### config.mk
export PLATFORM = sky130hd
export DESIGN_NAME = mix_columns_iter
export DESIGN_NICKNAME = d
export VERILOG_FILES = /design/src/rtl/aes_mixcol_pkg.sv /design/src/rtl/mix_column_comb.sv /design/src/rtl/mix_columns_iter.sv
export SDC_FILE = /design/constraint.sdc
export NUM_CORES = 1
export LEC_CHECK = 0
export CORE_UTILIZATION = 56
export CTS_BUF_LIST = sky130_fd_sc_hd__clkbuf_2
export CTS_CLUSTER_SIZE = 10
export DETAILED_ROUTE_END_ITERATION = 8
export PLACE_DENSITY_LB_ADDON = 0.12
export SYNTH_ARGS = -nofsm -noshare
export SYNTH_HDL_FRONTEND = slang
export SYNTH_SLANG_ARGS = --single-unit
### constraint.sdc
create_clock -name clk -period 15.75 [get_ports clk]
set_clock_uncertainty 0.15 [all_clocks]
set_input_delay 1.575 -clock clk [delete_from_list [all_inputs] [get_ports clk]]
set_output_delay 1.575 -clock clk [all_outputs]
set_load 0.005 [all_outputs]
### src/rtl/aes_mixcol_pkg.sv
// aes_mixcol_pkg: GF(2^8) helpers and FSM state type shared by the MixColumns engine.
// Latency: n/a (functions only, purely combinational when used).
// Backpressure: n/a.
package aes_mixcol_pkg;

  localparam logic [7:0] AES_POLY = 8'h1B;
  localparam int         NUM_COLS = 4;

  typedef enum logic [1:0] {
    IDLE = 2'd0,
    BUSY = 2'd1,
    DONE = 2'd2
  } state_t;

  // Multiply by x, reducing by x^8+x^4+x^3+x+1 when the top bit falls out.
  function automatic logic [7:0] xtime(input logic [7:0] b);
    return {b[6:0], 1'b0} ^ (b[7] ? AES_POLY : 8'h00);
  endfunction

  function automatic logic [7:0] gf_mul_02(input logic [7:0] b);
    return xtime(b);
  endfunction

  function automatic logic [7:0] gf_mul_03(input logic [7:0] b);
    return xtime(b) ^ b;
  endfunction

  // Inverse coefficients are sums of x^3, x^2, x and 1 terms of the xtime chain.
  function automatic logic [7:0] gf_mul_09(input logic [7:0] b);
    return xtime(xtime(xtime(b))) ^ b;
  endfunction

  function automatic logic [7:0] gf_mul_0b(input logic [7:0] b);
    return xtime(xtime(xtime(b))) ^ xtime(b) ^ b;
  endfunction

  function automatic logic [7:0] gf_mul_0d(input logic [7:0] b);
    return xtime(xtime(xtime(b))) ^ xtime(xtime(b)) ^ b;
  endfunction

  function automatic logic [7:0] gf_mul_0e(input logic [7:0] b);
    return xtime(xtime(xtime(b))) ^ xtime(xtime(b)) ^ xtime(b);
  endfunction

endpackage

### src/rtl/mix_column_comb.sv
// mix_column_comb: one-column (Inv)MixColumns mixer; mode 0 = forward, 1 = inverse.
// Latency: 0 cycles, purely combinational.
// Backpressure: none; output follows inputs.
// Ports: mode (1), col_in (32, row r at [8r +: 8]) -> col_out (32, same packing).
// Build option: MIXCOL_FWD_EN builds the forward matrix; otherwise inverse only and mode is ignored.
module mix_column_comb
  import aes_mixcol_pkg::*;
(
  input  logic        mode,
  input  logic [31:0] col_in,
  output logic [31:0] col_out
);

`ifndef MIXCOL_FWD_EN
  logic unused_mode;
  assign unused_mode = mode;
`endif

  for (genvar r = 0; r < 4; r++) begin : g_row
    logic [7:0] b0, b1, b2, b3, inv_b;
    // Circulant matrix: row r sees the column rotated by r bytes.
    assign b0 = col_in[8*r +: 8];
    assign b1 = col_in[8*((r+1)%4) +: 8];
    assign b2 = col_in[8*((r+2)%4) +: 8];
    assign b3 = col_in[8*((r+3)%4) +: 8];
    assign inv_b = gf_mul_0e(b0) ^ gf_mul_0b(b1) ^ gf_mul_0d(b2) ^ gf_mul_09(b3);
`ifdef MIXCOL_FWD_EN
    logic [7:0] fwd_b;
    assign fwd_b = gf_mul_02(b0) ^ gf_mul_03(b1) ^ b2 ^ b3;
    assign col_out[8*r +: 8] = mode ? inv_b : fwd_b;
`else
    assign col_out[8*r +: 8] = inv_b;
`endif
  end

endmodule

### src/rtl/mix_columns_iter.sv
// mix_columns_iter: iterative AES (Inv)MixColumns over a 128-bit state, COLS_PER_CYCLE columns/clock.
// Latency: 4/COLS_PER_CYCLE + 1 edges from accept to out_valid; output_s is registered.
// Backpressure: result held in DONE until out_valid&&out_ready; in_ready only while IDLE.
// Ports: clk, rst (async, active-high), in_valid/in_ready/mode/input_s, out_valid/out_ready/output_s.
// Build option: MIXCOL_FWD_EN enables the forward matrix and the mode port; otherwise inverse only.
module mix_columns_iter
  import aes_mixcol_pkg::*;
#(
  parameter int COLS_PER_CYCLE = 1,
  parameter int NUM_COLS_CFG   = 4
) (
  input  logic         clk,
  input  logic         rst,
  input  logic         in_valid,
  output logic         in_ready,
  input  logic         mode,
  input  logic [127:0] input_s,
  output logic         out_valid,
  input  logic         out_ready,
  output logic [127:0] output_s
);

  if (!(COLS_PER_CYCLE == 1 || COLS_PER_CYCLE == 2 || COLS_PER_CYCLE == 4)) begin : g_bad_cpc
    $error("mix_columns_iter: COLS_PER_CYCLE must be 1, 2 or 4");
  end
  if (NUM_COLS_CFG != NUM_COLS) begin : g_bad_cols
    $error("mix_columns_iter: NUM_COLS is fixed at 4");
  end

  // Step of 4 truncates to 0 in two bits: the counter stays 0, i.e. it has wrapped.
  localparam logic [1:0] STEP = 2'(COLS_PER_CYCLE);
  localparam logic [1:0] LAST = 2'(NUM_COLS - COLS_PER_CYCLE);

  state_t         state_q, state_d;
  logic [1:0]     cnt_q;
  logic [127:0]   in_q;
  logic [127:0]   result_q;
  logic           mode_eff;

`ifdef MIXCOL_FWD_EN
  logic mode_q;
  assign mode_eff = mode_q;
`else
  logic unused_mode;
  assign unused_mode = mode;
  assign mode_eff    = 1'b1;
`endif

  logic [2:0]  col_idx [COLS_PER_CYCLE];
  logic [31:0] col_out [COLS_PER_CYCLE];

  for (genvar g = 0; g < COLS_PER_CYCLE; g++) begin : g_mix
    assign col_idx[g] = {1'b0, cnt_q} + 3'(g);
    mix_column_comb u_mix (
      .mode    (mode_eff),
      .col_in  (in_q[32*col_idx[g] +: 32]),
      .col_out (col_out[g])
    );
  end

  assign in_ready = (state_q == IDLE);

  always_ff @(posedge clk or posedge rst) begin
    if (rst) state_q <= IDLE;
    else     state_q <= state_d;
  end

  always_comb begin
    state_d = state_q;
    case (state_q)
      IDLE:    if (in_valid)              state_d = BUSY;
      BUSY:    if (cnt_q == LAST)         state_d = DONE;
      DONE:    if (out_valid && out_ready) state_d = IDLE;
      default:                            state_d = IDLE;
    endcase
  end

  always_ff @(posedge clk or posedge rst) begin
    if (rst) begin
      cnt_q     <= '0;
      in_q      <= '0;
      result_q  <= '0;
      output_s  <= '0;
      out_valid <= 1'b0;
`ifdef MIXCOL_FWD_EN
      mode_q    <= 1'b0;
`endif
    end else begin
      case (state_q)
        IDLE: if (in_valid) begin
          in_q  <= input_s;
          cnt_q <= '0;
`ifdef MIXCOL_FWD_EN
          mode_q <= mode;
`endif
        end
        BUSY: begin
          for (int g = 0; g < COLS_PER_CYCLE; g++) begin
            result_q[32*col_idx[g] +: 32] <= col_out[g];
          end
          cnt_q <= cnt_q + STEP;
        end
        DONE: begin
          // First DONE cycle copies the finished result into the output register.
          if (!out_valid) begin
            out_valid <= 1'b1;
            output_s  <= result_q;
          end else if (out_ready) begin
            out_valid <= 1'b0;
          end
        end
        default: ;
      endcase
    end
  end

endmodule

== After elaboration in Yosys (flattened, before gate mapping) ==
Index checks and enable logic that the tools add are counted.
Storage, ports and cells
  flip-flop bits (word level): 389
  word-level logic and storage cells: 94
  input bits: 133
Cells by class
  shift-type cells: 3
  reduce and logical (&&, ||, !) cells: 7
  bitwise logic cells: 49
  equal/unequal tests: 6
  mux-type cells: 21
  add/subtract/negate cells: 2
Operators by type and width (count)
  $xor A8 B8 Y8: 47
  $bwmux W128: 1
  $shift A32 B34 Y128 const A: 1
  $shiftx A128 B8 Y32: 1
  $shiftx A32 B34 Y128: 1
  $mux W5: 12
  $neg A7 Y34: 1
  $mux W2: 4
  $xor A8 B5 Y8: 1
  $ne A2 B2 Y1 const B: 3
  $pmux W2 S3: 1
  $reduce_and A2 Y1: 3
  $eq A2 B2 Y1 const B: 2
  $pmux W2 S2: 1
  $reduce_and A3 Y1: 1
  $add A2 B1 Y2 const B: 1
  $eq A2 B1 Y1 const B: 1
  $logic_not A2 Y1: 1
  $mux W1: 2
  $reduce_bool A2 Y1: 1
  $logic_and A1 B1 Y1: 1
  $not A1 Y1: 1

== Logic depth before layout (Yosys ltp) ==
  word-level depth: 14
  gate-level depth with buffers: 11
  gate-level depth less buffers: 6

== By module ==
From an unflattened synthesis, not the netlist that was laid out.
Unflattened totals
  cells, all modules: 1371
  area total of the unflattened synthesis: 18905.6 sq um
Modules (own cells, without submodules)
  mix_columns_iter: cells an instance 1155, instances 1, area each 16609.7 sq um, seq. area each 9734.3 sq um
  mix_column_comb: cells an instance 216, instances 1, area each 2296.0 sq um, seq. area each 0.0 sq um

== Worst setup path before layout ==
No wires, ideal clock.
  kind: register to register
  start point: reg cnt_q[0]
  end point: reg result_q[11]
  stages on the path, launching flop included: 11
  arrival: 2941 ps
  path slack: 12531 ps
  required time: 15472 ps
  library setup time: 128 ps
  path through: dfrtp_1 buf_6 buf_6 buf_8 buf_6 mux4_2 xor2_2 xnor2_2 xnor3_1 xnor2_2 o21ai_1
On the way
  word-level cells in the longest chain between the ends: 12
  elaborated cells on any way between the ends: 65
  classes of those cells: add/sub: 1; shift: 3; mux: 13; bitwise: 48
Ends and longest elaborated chain
  from (decl): RTL line mix_columns_iter.sv:35  | logic [1:0] cnt_q;
  from (signal assigned): RTL line mix_columns_iter.sv:101  | cnt_q <= cnt_q + STEP;
  $shiftx A128 B8 Y32: RTL line mix_columns_iter.sv:56  | .col_in (in_q[32*col_idx[g] +: 32]),
  $xor A8 B8 Y8 / $mux W5 (equally long branches): RTL line aes_mixcol_pkg.sv:17  | return {b[6:0], 1'b0} ^ (b[7] ? AES_POLY : 8'h00);
  $xor A8 B8 Y8, or another cell as far along: RTL line aes_mixcol_pkg.sv:17
  $mux W5, or another cell as far along: RTL line aes_mixcol_pkg.sv:17
  $xor A8 B8 Y8: RTL line aes_mixcol_pkg.sv:17
  $xor A8 B8 Y8 (on tied branches): RTL line aes_mixcol_pkg.sv:38, aes_mixcol_pkg.sv:42, aes_mixcol_pkg.sv:34
  $xor A8 B8 Y8 (on tied branches): RTL line aes_mixcol_pkg.sv:42, aes_mixcol_pkg.sv:34
  $xor A8 B8 Y8 (3 in series): RTL line mix_column_comb.sv:26  | assign inv_b = gf_mul_0e(b0) ^ gf_mul_0b(b1) ^ gf_mul_0d(b2) ^ gf_mul_09(b3);
  $shiftx A32 B34 Y128: RTL line mix_columns_iter.sv:99  | result_q[32*col_idx[g] +: 32] <= col_out[g];
  $bwmux W128 (*): RTL line mix_columns_iter.sv:99
  to (signal, indexed assignment): RTL line mix_columns_iter.sv:99
  to (decl): RTL line mix_columns_iter.sv:37  | logic [127:0] result_q;
Mark *: on every way between the ends. The rest lies on a longest branch, timed or not.
A chain may end at the register's enable or synchronous reset.

== Worst setup path in the final report ==
  start point: reg cnt_q[0]
  end point: reg result_q[108]
The elaborated chain is that of the path after synthesis.

==> impl_metrics.tcl <==
set metrics [dict create \
    cts_buffer_depth 3 \
    drt_iter0_markers 618 \
    wirelength_mm 38.4 \
    worst_slew_pin_slew_ps 1180 \
    dpl.hpwl_mm 26.5 \
    cts_sinks 389 \
    antenna_found_initial 1 \
    post_drt_via_cell_ratio 5.32 \
    synthCells 1231 \
    cts_tree "yes" \
    cts_buffers 96 \
    synth-xor-area-share_pct 13.3 \
    synthSimpleGateAreaFrac_pct 3.21 \
    initial_core_util_pct 56.8 \
    ys_warn_count 0 \
    layout_commonest_cell "dfrtp_1" \
    ctsHoldBuffers 0 \
    drt-wirelength-per-cell_um 19.2 \
    placed_cell_area_sq_um 20300 \
    rsz0062_at_grt "false" \
    area_growth_pct 21.6 \
    gp_congestion 0.886 \
    cp-end-kind "flop" \
    synth_cell_type_count 35 \
    htreeDepth 3 \
    synth_adder_area_share_pct 0.432 \
    first_pass_iters 4 \
    arrival_ps 4950 \
    seq_area_frac_synth_pct 56.0 \
    worst_r2r_path_depth 7 \
    io_buffers 261 \
    layout_setup_ws_ps 11400 \
    slew_headroom_pct 21.1 \
    synth_top_family_by_area "multiplexers" \
    finalHoldViolCount 0 \
    overflow 0 \
    track_usage_pct 25.6 \
    timing.setup.tns_ps 0 \
    nets 1668 \
    grt_pass1_vias 11100 \
    rows 64 \
    clk_latency_ps 940 \
    startpoint_type "flop" \
    maxCapViolCount 0 \
    synth.area.mux_share_pct 20.8 \
    clk_pin_slew_worst_paths_ps 110 \
    dieArea_sq_um 31700 \
    cts_setup_buffers 0 \
    synth_compound_area_share_pct 3.98 \
    hp-class "reg2reg" \
    outcome "completed" \
    cp.required_ps 16340 \
    setup_viol 0 \
    post-place-ws_ps 11410 \
    cts_resized 0 \
    nFillCells 2283 \
    regArea_sq_um 9740 \
    synth_edf_count 0 \
    crit_path_max_fanout 33 \
    ioPinCount 263 \
    grt_first_pass_wirelength_mm 61.2 \
    critPathKind "reg2reg" \
    ys_ff_latch 389 \
    whs_path_depth 1 \
    postLayoutCellArea_sq_um 21100 \
    drive_above_1_share_pct 29.1 \
    synth-async-reset-ratio_pct 100 \
    grt_start_max_net_pins 194 \
    vias 10700 \
    fp.dieW_um 178 \
    final_cell_mix "dfrtp_1 (387), clkdlybuf4s50_1 (261), mux2_2 (256)" \
    multi_input_area_sq_um 7260 \
    syn_avg_cell_area_sq_um 14.1 \
    max_freq_mhz 230 \
    synth_area_sq_um 17400 \
    slew_violations 0 \
    drtAntennaViolNets 0 \
    fin_crit_sh_pct 27.7 \
    min_period_ps 4360 \
    route.detailed.drc 0 \
    dominantRegCellSynth "dfrtp_1" \
    clockRootBuffer "clkbuf_2" \
    synth_fp_nets 1370 \
    die_y_um 178 \
    coreArea_sq_um 30600 \
]
## critical path: stages, from the launching register on
cell     delay, ps
dfrtp_2        440
buf_4          580
mux4_2         750
xor2_4         330
xnor3_2        590
xor3_1         440
xnor2_1        720
o21ai_0        170
## logic make-up after synthesis
kind of cell	Yosys count
AO/OA/AOI/OAI	133
XOR/XNOR	188
adder cells (fa/ha/maj)	6
buffers and inverters	83
flip-flops	389
multiplexers	289
AND/OR/NAND/NOR	143
## stage by stage
step	hold slack, ps	util, %	instances
floorplan	294	-	1231
global placement	306	66.2	1827
detailed placement	315	66.2	1827
CTS	279	69.1	2000
global route	312	69.1	2002
finish	314	69.1	2002
## area by class of cell
class                           instances  share of cell area (%)
Sequential cell                       389                    46.1
Multi-Input combinational cell        759                    34.4
Inverter                                8                   0.178
Timing Repair Buffer                  275                    12.9
Clock inverter                         40                   0.918
Clock buffer                          133                    3.15
Tap cell                              396                    2.35
Antenna cell                            2                  0.0237
## path summary, 6_finish.rpt
kind,start,endpoint,slack (ps)
worst max-delay path,cnt_q[0],result_q[108],11400
worst min-delay path,result_q[104],output_s[104],310
worst max register to register,cnt_q[0],result_q[108],11400
worst min register to register,result_q[104],output_s[104],310
max in group asynchronous,rst,output_s[4],12770
min in group asynchronous,rst,state_q[1],1050
## sequential cells by signal (all words and copies together) (netlist names)
name	count
result_q	128
out_valid	1
output_s	128
in_q	128
state_q	2
cnt_q	2
## synth_stat cells, types with 2 or more instances
library cell,instances,area (sq um)
xor3_1,7,166
nand2_1,128,480
buf_6,4,45.0
o21ai_1,49,245
mux4_2,32,721
inv_1,8,30.0
xnor2_2,11,179
xor2_2,2,32.5
buf_4,5,37.5
a22o_1,5,43.8
nand2b_1,2,12.5
or3_1,2,12.5
dfrtp_1,389,9730
buf_2,12,60.1
ha_1,6,75.1
a21o_1,2,15.0
mux2_2,256,2880
clkbuf_1,50,188
xnor2_1,111,972
buf_1,3,11.3
o21ai_0,75,375
xnor3_1,30,676
nor2_1,7,26.3
xor2_1,24,210
## layer usage
layer	track usage, %	routed length [um]
met3	5.99	2320
met5	0	0
met4	10.1	998
met1	34.8	16700
met2	39.9	18400
Power is left out: the tool's default activity adds up to more than one toggle a clock period on the data nets, which glitch-free logic cannot reach.
